===== config.mk =====
export PLATFORM = sky130hd
export DESIGN_NAME = cdc_handshake_tx
export DESIGN_NICKNAME = d
export VERILOG_FILES = /design/src/rtl/cdc_pkg.sv /design/src/rtl/ack_sync_chain.sv /design/src/rtl/cdc_handshake_tx.sv
export SDC_FILE = /design/constraint.sdc
export NUM_CORES = 1
export LEC_CHECK = 0
export ABC_AREA = 0
export CAP_MARGIN = 20
export CORE_AREA = 4 4 41 43
export CTS_CLUSTER_DIAMETER = 120
export DETAILED_ROUTE_END_ITERATION = 6
export DIE_AREA = 0 0 45 47
export GPL_ROUTABILITY_DRIVEN = 0
export GPL_TIMING_DRIVEN = 0
export PLACE_DENSITY = 0.75
export SLEW_MARGIN = 20
export SYNTH_ARGS = -nofsm -noshare
export SYNTH_HDL_FRONTEND = slang
export SYNTH_SLANG_ARGS = --single-unit

===== constraint.sdc =====
create_clock -name clk -period 2.3 [get_ports clk]
set_clock_uncertainty 0.05 [all_clocks]
set_input_delay 0.69 -clock clk [delete_from_list [all_inputs] [get_ports clk]]
set_output_delay 0.69 -clock clk [all_outputs]
set_load 0.03 [all_outputs]

===== src/rtl/cdc_pkg.sv =====
// Shared FSM type, default sizes and synchronizer-depth guard for the CDC transmitter.
package cdc_pkg;

  typedef enum logic [1:0] {
    IDLE        = 2'd0,
    REQ_HI      = 2'd1,
    WAIT_ACK_LO = 2'd2
  } txState_e;

  localparam int CDC_DATA_W          = 8;
  localparam int CDC_SYNC_STAGES     = 2;
  localparam int CDC_TIMEOUT_W       = 16;
  localparam int CDC_MIN_SYNC_STAGES = 2;

  // Fewer than two flops gives no metastability margin, so shallower requests are raised to the minimum.
  function automatic int syncDepth(input int requested);
    return (requested < CDC_MIN_SYNC_STAGES) ? CDC_MIN_SYNC_STAGES : requested;
  endfunction

endpackage


===== src/rtl/ack_sync_chain.sv =====
// Flop chain that brings the remote acknowledge level into the clk domain.
module ack_sync_chain
  import cdc_pkg::*;
#(
  parameter int STAGES = CDC_SYNC_STAGES
) (
  input  logic clk,
  input  logic rst_n,
  input  logic asyncIn,
  output logic syncOut
);

  logic [STAGES-1:0] syncReg;

  always_ff @(posedge clk or negedge rst_n) begin
    if (!rst_n) begin
      syncReg <= '0;
    end else begin
      syncReg <= {syncReg[STAGES-2:0], asyncIn};
    end
  end

  assign syncOut = syncReg[STAGES-1];

endmodule


===== src/rtl/cdc_handshake_tx.sv =====
// Four-phase req/ack transmitter handing one held word at a time to a remote clock domain.
// Define CDC_TX_TIMEOUT_EN to add a sticky acknowledge-timeout flag.
module cdc_handshake_tx
  import cdc_pkg::*;
#(
  parameter int DATA_W      = CDC_DATA_W,
  parameter int SYNC_STAGES = CDC_SYNC_STAGES,
  parameter int TIMEOUT_W   = CDC_TIMEOUT_W
) (
  input  logic              clk,
  input  logic              rst_n,
  input  logic              in_valid,
  output logic              in_ready,
  input  logic [DATA_W-1:0] in_data,
  output logic              req_out,
  output logic [DATA_W-1:0] data_out,
  input  logic              ack_in,
  output logic              busy,
  output logic              err_timeout
);

  localparam int SyncDepth = syncDepth(SYNC_STAGES);

  txState_e state;
  logic     ackSync;
  logic     accept;

  ack_sync_chain #(.STAGES(SyncDepth)) ackSyncChain (
    .clk     (clk),
    .rst_n   (rst_n),
    .asyncIn (ack_in),
    .syncOut (ackSync)
  );

  // A stale acknowledge still visible after the last handshake blocks new words.
  assign in_ready = (state == IDLE) && !ackSync;
  assign accept   = in_valid && in_ready;
  assign busy     = (state != IDLE);

  always_ff @(posedge clk or negedge rst_n) begin
    if (!rst_n) begin
      state    <= IDLE;
      req_out  <= 1'b0;
      data_out <= '0;
    end else begin
      case (state)
        IDLE: begin
          if (accept) begin
            data_out <= in_data;
            req_out  <= 1'b1;
            state    <= REQ_HI;
          end
        end
        REQ_HI: begin
          if (ackSync) begin
            req_out <= 1'b0;
            state   <= WAIT_ACK_LO;
          end
        end
        WAIT_ACK_LO: begin
          if (!ackSync) begin
            state <= IDLE;
          end
        end
        default: begin
          req_out <= 1'b0;
          state   <= IDLE;
        end
      endcase
    end
  end

`ifdef CDC_TX_TIMEOUT_EN
  localparam logic [TIMEOUT_W-1:0] TimeoutLast = {{(TIMEOUT_W-1){1'b1}}, 1'b0};

  logic [TIMEOUT_W-1:0] timeoutCount;
  logic                 errSticky;
  logic                 stateAdvance;

  assign stateAdvance = accept
                     || ((state == REQ_HI) && ackSync)
                     || ((state == WAIT_ACK_LO) && !ackSync);

  // Counts dwell time in each waiting state; the flag never aborts the handshake.
  always_ff @(posedge clk or negedge rst_n) begin
    if (!rst_n) begin
      timeoutCount <= '0;
      errSticky    <= 1'b0;
    end else if (stateAdvance || !busy) begin
      timeoutCount <= '0;
    end else begin
      if (timeoutCount != '1) begin
        timeoutCount <= timeoutCount + TIMEOUT_W'(1);
      end
      if (timeoutCount == TimeoutLast) begin
        errSticky <= 1'b1;
      end
    end
  end

  assign err_timeout = errSticky;
`else
  // Monitor compiled out: the flag is tied low by a constant expression of the unused width.
  assign err_timeout = (TIMEOUT_W < 0);
`endif

endmodule


# Yosys cells after proc, flatten, opt, wreduce, memory -nomap -nowiden
# Index checks and enable logic that the tools add are counted.
dict set report totals {
  output_inout_bits 12
  input_bits 12
  elab_cells 25
  ff_bits 13
}
dict set report op_classes {
  mux 7
  eq_ne 5
  reduce_logical 8
  bitwise_logic 1
}
# cell count
set ops {}
lappend ops {{2-to-1 mux 2 bit} 3}
lappend ops {{one-hot mux 2 bit (3 select lines)} 1}
lappend ops {{AND reduction 3 bit} 2}
lappend ops {{inequality test 2 bit, second input constant} 2}
lappend ops {{one-hot mux 1 bit (3 select lines)} 1}
lappend ops {{== test 2 x 1 -> 1 bit, second input constant} 1}
lappend ops {{== test 2 bit, second input constant} 1}
lappend ops {{logical AND 1 bit} 2}
lappend ops {{logical NOT 2 bit} 1}
lappend ops {{2-to-1 mux 1 bit} 2}
lappend ops {{inequality test 2 x 1 -> 1 bit, second input constant} 1}
lappend ops {{AND reduction 2 bit} 1}
lappend ops {{nonzero test 2 bit} 1}
lappend ops {{logical NOT 1 bit} 1}
lappend ops {{inverter 1 bit} 1}

# Depth between registers and ports, before layout
dict set report logic_depth {
  depth_word 5
  ltp_mapped 2
  depth_no_buf 2
}

# By module
# From an unflattened synthesis, not the netlist that was laid out.
dict set report unflattened {
  cells_unflattened 32
  hier_area_um2 505.5
}
# mod area_each_um2 cells_per_inst seq_area_each_um2 n_inst
set modules_own_cells {}
lappend modules_own_cells {cdc_handshake_tx 455.4 30 275.3 1}
lappend modules_own_cells {ack_sync_chain 50.0 2 50.0 1}

# Worst setup path after synthesis
# Ideal clock, no wire load.
dict set report synth_path {
  kind {register -> output}
  start {reg state[0]}
  end {out in_ready}
  path_slack_ns 0.301
  stages_incl_launch_ff 3
  t_arrival_ns 1.259
  n_path_buf 0
  path_cell_list {dfrtp_1 or2_2 nor2_1}
}
dict set report synth_between {
  elab_chain_len 2
}
# element line_no
set synth_rtl {}
lappend synth_rtl {{start, declared} cdc_handshake_tx.sv:24} ;# txState_e state;
lappend synth_rtl {{start signal, assigned} cdc_handshake_tx.sv:42} ;# state <= IDLE;
lappend synth_rtl {{start signal, assigned} cdc_handshake_tx.sv:51} ;# state <= REQ_HI;
lappend synth_rtl {{start signal, assigned} cdc_handshake_tx.sv:57} ;# state <= WAIT_ACK_LO;
lappend synth_rtl {{logical NOT 2 bit} cdc_handshake_tx.sv:36} ;# assign in_ready = (state == IDLE) && !ackSync;
lappend synth_rtl {{logical AND 1 bit} cdc_handshake_tx.sv:36}
lappend synth_rtl {{end, declared} cdc_handshake_tx.sv:13} ;# output logic in_ready,
# No other way between the ends.

# Worst setup path after layout
# Same ends and word-level chain as after synthesis.

==> results.txt <==
CTS Buf Count = 3
Startpoint types = register
CP cell instances = or2_2 > nor2_1 > clkdlybuf4s15_1
LEAKAGE = 0.3313 nW
Switching Share = 0.3386
# hold bufs at CTS = 0
Ant diodes = 0
DRT antenna net count = 0
Dpl ws = 0.006303 ns
Pin count of the biggest net entering global routing = 14
IO buf count = 22
Slew @ Worst Pin = 0.5899 ns
HPWL after DPL = 713.5 um
HP Class = reg2reg
Sequential power share = 0.414
Multi-input logic area = 172.7 um2
Worst-Skew Late Latency = 0.26 ns
Final setup vio count = 0
DIE AREA = 2115 um2
Overflow after GRT = 0
Cell-internal power = 0.4939 mW
CP max-delay cell = dfrtp_1
Placed Area = 744.5 um2
Combinational power share = 0.404
First drt pass iteration count = 2
Clk pwr share = 0.182
Power Density = 970.3 nW/um2
First-pass GRT wire length = 1.373 mm
FMAX = 450.2 MHz
Antenna violations before repair = 0
GRT Util Overall = 0.09670
Buffers & Inverters on Critical Path = 1
CTS Sinks = 13
RSZ-0062 raised after global routing = false
Crit. End Element = output port
Clk buf depth = 2
Syn Inst Count = 32
Seq. cell area = 325.3 um2
Root buf cell = clkbuf_4
VDD IR max = 476.3 uV
DRT Wirelength = 878 um
H-tree lvl count = 1
Syn-to-layout area delta = 52.23%
Post-route clock period utilization = 0.9658
Chip Width = 45 um
Mean post-synth cell area = 15.80 um2
Rel. slew slack = 0.6051
Setup CP Type = reg2out
Register area share after synthesis = 0.6436
CP max stage delay = 0.44 ns
Via Count = 337
Die Ht = 47 um
Final Worst Setup Slack = 0.07872 ns
Layout fillers = 118
Outcome = complete, no violations
Setup_tns = 0 ns
DP Cell Count = 69
Required time of the critical path = 1.56 ns
Minimum clock period = 2.221 ns
Fraction of layout instances using a drive strength above 1 = 0.2759
DRT iter0 DRCs = 4
Starting density of the core = 0.3885
Boundary pin count = 24
YS warnings = 0
Vias/cell = 4.616
Post-CTS sizing = 2
Synthesized area = 505.5 um2
Yosys reg bits = 13
WHS = 0.3079 ns
Vias in the first global route = 355
Finished Cell Area = 769.5 um2
Psw = 0.2528 mW
CORE AREA = 1301 um2
Residual DRC = 0
Setup Buffers After CTS = 0
CTS clk-pin slew, worst paths = 0.07 ns
Fin util = 0.5913
Delay-heaviest family, CP = flip-flops
Site Rows = 13
Nets = 71
DR WL/cell = 12.03 um
Max-cap viol count = 0
Syn_nets = 44
Total Power = 0.7467 mW
Post-synthesis cell type count = 12
Final Slew Violations = 0
Arr. time, crit path = 1.48 ns
Endpoints failing hold = 0
TritonCTS clock tree = built
Final cell count without fillers = 73
Max Fanout on Critical Path = 5
## per-layer routing
| layer | global-route usage | part of all wire | vias up |
|---|---|---|---|
| met5 | 0 | 0 | - |
| met4 | 0.08772 | 0.014 | 0 |
| met3 | 0.04598 | 0.093 | 2 |
| met2 | 0.1497 | 0.51 | 11 |
| met1 | 0.09639 | 0.38 | 161 |
| li1 | - | - | 163 |
## cell usage in the layout (no fill, tap or decap), types with 2 or more instances in the layout
cell type         n
nor2_1            2
dfrtp_1          13
mux2_2            8
clkdlybuf4s50_1  20
clkbuf_4          3
## cell families after synthesis
group,after synthesis,share of synthesized area
xor+xnor,1,0.01733
flops,13,0.6436
compound gates,2,0.03466
simple gates,6,0.1040
other cells,1,0.007419
buf+inv,1,0.01486
mux,8,0.1782
## power by group through the flow
| stage | Sequential (mW) | Combinational (mW) | Clock [mW] |
|---|---|---|---|
| after floorplan | 0.406 | 0.0798 | 0 |
| after global placement | 0.313 | 0.306 | 0 |
| after detailed placement | 0.315 | 0.309 | 0 |
| after CTS | 0.310 | 0.305 | 0.142 |
| after global routing | 0.316 | 0.317 | 0.153 |
| final | 0.309 | 0.301 | 0.136 |
## layout make-up
type,instances,area share
flip-flops and latches,13,0.4228
well taps,15,0.02439
clock buffers,4,0.03415
multi-input cells,18,0.2244
repair buffers,22,0.2846
plain buffers,1,0.009756
## state kept, by name, summed over array words and instances (netlist names)
| register | count |
|---|---|
| req_out | 1 |
| state | 2 |
| ackSyncChain.syncReg | 2 |
| data_out | 8 |
## path summary, 6_finish.rpt
kind                                    startpoint                       to  slack, ns  cells after the start
max                                       state[0]                 in_ready       0.08                      3
min                        ackSyncChain.syncReg[0]  ackSyncChain.syncReg[1]       0.31                      0
max reg2reg                               state[0]              data_out[3]       0.69                      2
min reg2reg                ackSyncChain.syncReg[0]  ackSyncChain.syncReg[1]       0.31                      0
max in group asynchronous                    rst_n                 state[0]       1.10                      1
min in group asynchronous                    rst_n              data_out[2]       0.73                      1
## synthesized netlist by cell type
cell / instances / area, um2
dfrtp_1: 13 / 325.3
o21a_1: 1 / 7.510
nor2_1: 2 / 7.510
or2_2: 1 / 6.260
a211o_2: 1 / 10.01
mux2_2: 8 / 90.09
conb_1: 1 / 3.750
and2_1: 1 / 6.260
nor4b_4: 1 / 23.77
buf_4: 1 / 7.510
and2b_2: 1 / 8.760
xor2_1: 1 / 8.760
(Power assumes the default switching activity.)
